$ cat src/rtl/dmem_io_pkg.sv
// rtl/dmem_io_pkg.sv - address map and STATUS layout shared by the dmem_io block
// Purpose: I/O address constants, STATUS bit positions and an address-match helper.
// Ports: none (package).
package dmem_io_pkg;

  localparam logic [31:0] IO_BASE    = 32'h8000_0000;
  localparam logic [31:0] OFF_TXDATA = 32'h0000_0000;
  localparam logic [31:0] OFF_STATUS = 32'h0000_0004;
  localparam logic [31:0] OFF_LED    = 32'h0000_0008;
  localparam logic [31:0] OFF_CYCLES = 32'h0000_000C;

  localparam int STAT_EMPTY   = 0;
  localparam int STAT_FULL    = 1;
  localparam int STAT_OVF     = 2;
  localparam int STAT_CNT_LSB = 8;

  // Word-granular match against one I/O register; byte offset bits are ignored.
  function automatic logic io_match(input logic [31:0] addr, input logic [31:0] off);
    logic [31:0] reg_addr;
    reg_addr = IO_BASE | off;
    return addr[31:2] == reg_addr[31:2];
  endfunction

endpackage

$ cat src/rtl/dmem_io_tx_fifo.sv
// rtl/dmem_io_tx_fifo.sv - synchronous byte FIFO feeding the TX drain port
// Purpose: DEPTH-entry byte queue; caller guarantees no push when full without pop
//          and no pop when empty.
// Ports:
//   clk, reset        clock, synchronous active-high reset
//   push, push_data   enqueue one byte
//   pop               dequeue head
//   head_data         current head byte (valid while !empty)
//   empty, full       occupancy flags
//   count             entries held, width log2(DEPTH)+1
module tx_fifo #(
  parameter int DEPTH = 8
) (
  input  logic                       clk,
  input  logic                       reset,
  input  logic                       push,
  input  logic [7:0]                 push_data,
  input  logic                       pop,
  output logic [7:0]                 head_data,
  output logic                       empty,
  output logic                       full,
  output logic [$clog2(DEPTH):0]     count
);

  localparam int PTR_W = $clog2(DEPTH);
  localparam int CNT_W = PTR_W + 1;

  logic [7:0]       buf_q [DEPTH];
  logic [PTR_W-1:0] wr_ptr_q, wr_ptr_d;
  logic [PTR_W-1:0] rd_ptr_q, rd_ptr_d;
  logic [CNT_W-1:0] count_q, count_d;

  // Power-of-two depth: pointers wrap by natural overflow.
  always_comb begin
    wr_ptr_d = wr_ptr_q + PTR_W'(push);
    rd_ptr_d = rd_ptr_q + PTR_W'(pop);
    count_d  = count_q + CNT_W'(push) - CNT_W'(pop);
  end

  always_ff @(posedge clk) begin
    if (reset) begin
      wr_ptr_q <= '0;
      rd_ptr_q <= '0;
      count_q  <= '0;
    end else begin
      wr_ptr_q <= wr_ptr_d;
      rd_ptr_q <= rd_ptr_d;
      count_q  <= count_d;
    end
  end

  // Storage is not reset. On full+push+pop the write lands in the slot being
  // vacated, which the read pointer reaches last.
  always_ff @(posedge clk) begin
    if (push && !reset) begin
      buf_q[wr_ptr_q] <= push_data;
    end
  end

  assign head_data = buf_q[rd_ptr_q];
  assign empty     = (count_q == '0);
  assign full      = (count_q == CNT_W'(DEPTH));
  assign count     = count_q;

endmodule

$ cat src/rtl/dmem_io.sv
// rtl/dmem_io.sv - data RAM plus memory-mapped TX FIFO, LED and cycle counter
// Purpose: data-side memory for a single-cycle core; combinational loads,
//          stores at the rising edge. Optional CYCLES counter: DMEM_IO_CYCLES_EN.
// Ports:
//   clk, reset             clock, synchronous active-high reset
//   MemWrite               store enable
//   ALUResult              byte address
//   WriteData / ReadData   store data / combinational load data
//   tx_data, tx_valid      FIFO head byte and non-empty flag
//   tx_ready               consumer accepts head on tx_valid & tx_ready
//   led                    LED register
module dmem_io
  import dmem_io_pkg::*;
#(
  parameter int RAM_WORDS  = 64,
  parameter int FIFO_DEPTH = 8
) (
  input  logic        clk,
  input  logic        reset,
  input  logic        MemWrite,
  input  logic [31:0] ALUResult,
  input  logic [31:0] WriteData,
  output logic [31:0] ReadData,
  output logic [7:0]  tx_data,
  output logic        tx_valid,
  input  logic        tx_ready,
  output logic [7:0]  led
);

  localparam int RAM_AW = $clog2(RAM_WORDS);
  localparam int CNT_W  = $clog2(FIFO_DEPTH) + 1;

  logic sel_ram, sel_tx, sel_status, sel_led, sel_cycles;
  assign sel_ram    = ~ALUResult[31];
  assign sel_tx     = io_match(ALUResult, OFF_TXDATA);
  assign sel_status = io_match(ALUResult, OFF_STATUS);
  assign sel_led    = io_match(ALUResult, OFF_LED);
  assign sel_cycles = io_match(ALUResult, OFF_CYCLES);

  // RAM: upper address bits ignored, so the array aliases across the low half.
  logic [31:0]       ram_q [RAM_WORDS];
  logic [RAM_AW-1:0] ram_idx;
  assign ram_idx = ALUResult[RAM_AW+1:2];

  // RAM writes are deliberately outside reset.
  always_ff @(posedge clk) begin
    if (MemWrite && sel_ram) begin
      ram_q[ram_idx] <= WriteData;
    end
  end

  logic             wr_tx, fifo_push, fifo_pop, fifo_full, fifo_empty;
  logic [CNT_W-1:0] fifo_count;

  assign wr_tx     = MemWrite & sel_tx;
  assign tx_valid  = ~fifo_empty;
  assign fifo_pop  = tx_valid & tx_ready;
  // A pop frees a slot in the same cycle, so a push to a full FIFO still fits.
  assign fifo_push = wr_tx & (~fifo_full | fifo_pop);

  tx_fifo #(.DEPTH(FIFO_DEPTH)) u_tx_fifo (
    .clk       (clk),
    .reset     (reset),
    .push      (fifo_push),
    .push_data (WriteData[7:0]),
    .pop       (fifo_pop),
    .head_data (tx_data),
    .empty     (fifo_empty),
    .full      (fifo_full),
    .count     (fifo_count)
  );

  logic [7:0] led_q, led_d;
  logic       ovf_q, ovf_d;

  always_comb begin
    led_d = led_q;
    ovf_d = ovf_q;
    if (MemWrite && sel_led) begin
      led_d = WriteData[7:0];
    end
    if (MemWrite && sel_status) begin
      ovf_d = 1'b0;
    end else if (wr_tx && fifo_full && !fifo_pop) begin
      ovf_d = 1'b1;
    end
  end

  logic [31:0] cycles_rd;
`ifdef DMEM_IO_CYCLES_EN
  logic [31:0] cycles_q, cycles_d;

  always_comb begin
    cycles_d = cycles_q + 32'd1;
    if (MemWrite && sel_cycles) begin
      cycles_d = WriteData;
    end
  end

  always_ff @(posedge clk) begin
    if (reset) begin
      cycles_q <= '0;
    end else begin
      cycles_q <= cycles_d;
    end
  end

  assign cycles_rd = cycles_q;
`else
  assign cycles_rd = '0;
`endif

  always_ff @(posedge clk) begin
    if (reset) begin
      led_q <= '0;
      ovf_q <= 1'b0;
    end else begin
      led_q <= led_d;
      ovf_q <= ovf_d;
    end
  end

  assign led = led_q;

  logic [31:0] status_rd;
  always_comb begin
    status_rd                         = '0;
    status_rd[STAT_EMPTY]             = fifo_empty;
    status_rd[STAT_FULL]              = fifo_full;
    status_rd[STAT_OVF]               = ovf_q;
    status_rd[STAT_CNT_LSB +: CNT_W]  = fifo_count;
  end

  always_comb begin
    ReadData = '0;
    if (sel_ram) begin
      ReadData = ram_q[ram_idx];
    end else if (sel_status) begin
      ReadData = status_rd;
    end else if (sel_led) begin
      ReadData = {24'd0, led_q};
    end else if (sel_cycles) begin
      ReadData = cycles_rd;
    end
  end

  logic unused_bits;
  assign unused_bits = ^{ALUResult[1:0], sel_cycles};

endmodule

$ cat config.mk
export PLATFORM = sky130hd
export DESIGN_NAME = dmem_io
export DESIGN_NICKNAME = d
export VERILOG_FILES = /design/src/rtl/dmem_io_pkg.sv /design/src/rtl/dmem_io_tx_fifo.sv /design/src/rtl/dmem_io.sv
export SDC_FILE = /design/constraint.sdc
export NUM_CORES = 2
export LEC_CHECK = 0
export CORE_MARGIN = 5
export CORE_UTILIZATION = 45
export DETAILED_ROUTE_END_ITERATION = 12
export PLACE_DENSITY = 0.63
export SYNTH_ARGS = -nofsm -noshare
export SYNTH_HDL_FRONTEND = slang
export SYNTH_SLANG_ARGS = --single-unit
$ cat constraint.sdc
create_clock -name clk -period 10.4 [get_ports clk]
set_clock_uncertainty 0.05 [all_clocks]
set_input_delay 2.08 -clock clk [delete_from_list [all_inputs] [get_ports clk]]
set_output_delay 2.08 -clock clk [all_outputs]
set_load 0.1 [all_outputs]
==> reports/metrics.csv <==
metric,value,unit
Die ar.,0.191,mm^2
CP max-delay cell,a2111oi_0,
most frequent cell after synthesis,edfxtp_1,
# Max-Cap Violations,0,
Final Cycle Share,78.3,%
Port Buf Inserts,114,
CP arrival,6020,ps
number of global-route vias before repair,39700,
final WL,206000,um
"Hold Vio Cnt, Final",0,
post-synthesis cell area,0.0820,mm^2
total global routing track utilization,21.3,%
startpoint types,primary input,
"critical path fanouts, max",57,
drt wl/cell,31.5,um
Synth warnings,0,
pin count of the biggest net entering global routing,87,
count of final max-slew check failures,0,
"Top FF cell, synth",edfxtp_1,
Post-Synthesis Mean Instance Area,21.8,um^2
worst stage delay on the critical path,1060,ps
dominant cell type by area after synthesis,edfxtp_1,
clock-pin slew on the worst setup and hold paths,60,ps
layout filler cell count,14100,
Hold Path Class,reg -> reg,
clock tree buffer depth,3,
max_slew headroom,13.6,%
Synth area leaders,"edfxtp_1, mux4_2, mux2i_1",
GRT overflow,0,
register area share after synthesis,77.8,%
global-route wire length before repair,292000,um
CTS tree,built,
Initial Util,45.3,%
hold slack,480,ps
Crit path top cell by count,buf_4,
CTS H-Tree Depth,4,
"flops & latches, synth",2131,
final antenna-violating net count,0,
antenna violations before repair,1,
total of cells resized after clock tree synthesis,0,
post-synthesis async set-or-reset flop share,0,%
unrepaired setup endpoints after global routing,no,
Clock Latency Late Sink,810,ps
Rows,156,
Synth Instances,3759,
Core Area,0.181,mm^2
area grow syn2layout,13.1,%
Root Driver,clkbuf_16,
Buffers & Inverters on Critical Path,3,
Fin Setup TNS,0,ps
Slew @ Worst Pin,1290,ps
hpwl dp,109000,um
Die W,437,um
CP cell instances,"buf_8, buf_4, nand2b_1, a211oi_1, a2111oi_0, nor4_1, a22oi_1, buf_4",
status,finished clean,
top cell type's share of synthesized area,77.3,%
Post-Layout Inst Area,0.0928,mm^2
power consumption,17.7,mW
fin nets,4075,
power per cell area,191,mW/mm^2
Peak VDD IR,0.000146,V
post-CTS setup buffers,0,
Setup CP Type,in -> out,
I/O Pins,117,
min cycle time layout,8150,ps
hold buffers post-CTS,0,
CP endpoint kind,primary output,
Peak Freq,0.123,GHz
Synth cell types,55,
share of layout cells above drive strength 1,24.9,%
Final setup violation count,0,
placed instance area,0.0865,mm^2
routability cong.,0.805,
clk sinks,2131,
Crit path max-delay family,compound AO/OA/AOI/OAI gates,
Post-synth EDFFs,2112,
CTS buffer count,202,
CP required,8270,ps
TritonRoute pass-1 iters,5,
top cell types by occurrence after synthesis,"edfxtp_1, mux4_2, mux2i_1",
Post-Syn Nets,3838,
# DRC,0,
routed via count,39900,
DR vias/cell,6.10,
Leakage Power,29.3,nW
Die H,437,um
DR iter-0 viols,4836,
==> cell type report <==
| cell class | count | area [um^2] | area share, % |
|---|---|---|---|
| Tap cell | 2370 | 2970 | 3.20 |
| Multi-Input combinational cell | 1398 | 17600 | 19.0 |
| Clock inverter | 120 | 963 | 1.04 |
| Clock buffer | 250 | 5340 | 5.76 |
| Antenna cell | 3 | 7.51 | 0.00809 |
| Timing Repair Buffer | 253 | 2030 | 2.19 |
| Inverter | 10 | 37.5 | 0.0405 |
| Sequential cell | 2131 | 63800 | 68.8 |
==> power by group <==
group | leakage, nW | internal (mW) | switching, mW
Combinational | 7.02 | 0.401 | 0.782
Clock | 3.10 | 3.94 | 3.11
Sequential | 19.1 | 9.48 | 0.0207
==> metrics by stage <==
| step | utilization (%) | cells | setup slack, ps |
|---|---|---|---|
| after global placement | 47.7 | 6162 | 2260 |
| after floorplan | - | 3759 | 64.1 |
| after CTS | 51.2 | 6532 | 2250 |
| after detailed placement | 47.7 | 6162 | 2260 |
| final | 51.2 | 6535 | 2250 |
| after global routing | 51.2 | 6532 | 2140 |
==> worst paths after layout <==
| kind | cells after the start | endpoint | slack [ps] | from |
|---|---|---|---|---|
| setup / recovery | 8 | ReadData[6] | 2250 | ALUResult[2] |
| setup reg to reg | 6 | u_tx_fifo.buf_q[6][6]$_DFFE_PP_ | 7980 | u_tx_fifo.count[2]$_SDFF_PP0_ |
| hold reg to reg | 2 | ovf_q$_SDFFE_PP0P_ | 480 | ovf_q$_SDFFE_PP0P_ |
| hold / removal | 2 | ovf_q$_SDFFE_PP0P_ | 480 | ovf_q$_SDFFE_PP0P_ |
==> registers in the layout, summed over array words and instances, names as in the netlist <==
name and flops:
u_tx_fifo.rd_ptr_q 3, u_tx_fifo.count 4, u_tx_fifo.buf_q 64, u_tx_fifo.wr_ptr_q 3, led 8, ram_q 2048, ovf_q 1
==> cells by family after synthesis <==
family	Yosys count	synth area share, %
xor gates and xnor gates	4	0.0427
DFF	2131	77.8
and+or+nand+nor	316	1.91
muxes	738	15.7
buffers and inverters	230	1.38
adders and majority gates	11	0.177
AOI/OAI and AO/OA	329	2.97
==> cells in the final DEF (no fill, tap or decap), types with 28 or more instances in the layout <==
cell type           n
o21ai_0            28
mux2_2             32
clkdlybuf4s50_1    43
clkinv_2           39
nor2_4             60
buf_2              35
edfxtp_1         2112
o22ai_1            57
nor2_1             55
a22o_1             28
a22oi_1            51
mux2i_1           268
mux4_2            438
clkbuf_1           43
nand2_1            64
buf_4             165
clkinv_1           57
clkbuf_16         207
a21oi_1            29
==> per-layer routing <==
metal,share of wire (%),vias up,GRT usage [%]
met5,0,-,0
met1,41,21500,30.0
met4,2.4,0,5.40
met2,49,1693,34.6
li1,-,16400,-
met3,7.7,274,3.81
==> tightest hold or removal path: cells and delay by family, from the launching register on <==
kind | cells | cell delay (ps)
compound gates | 2 | 170
flops | 1 | 310
(Power assumes the default switching activity.)
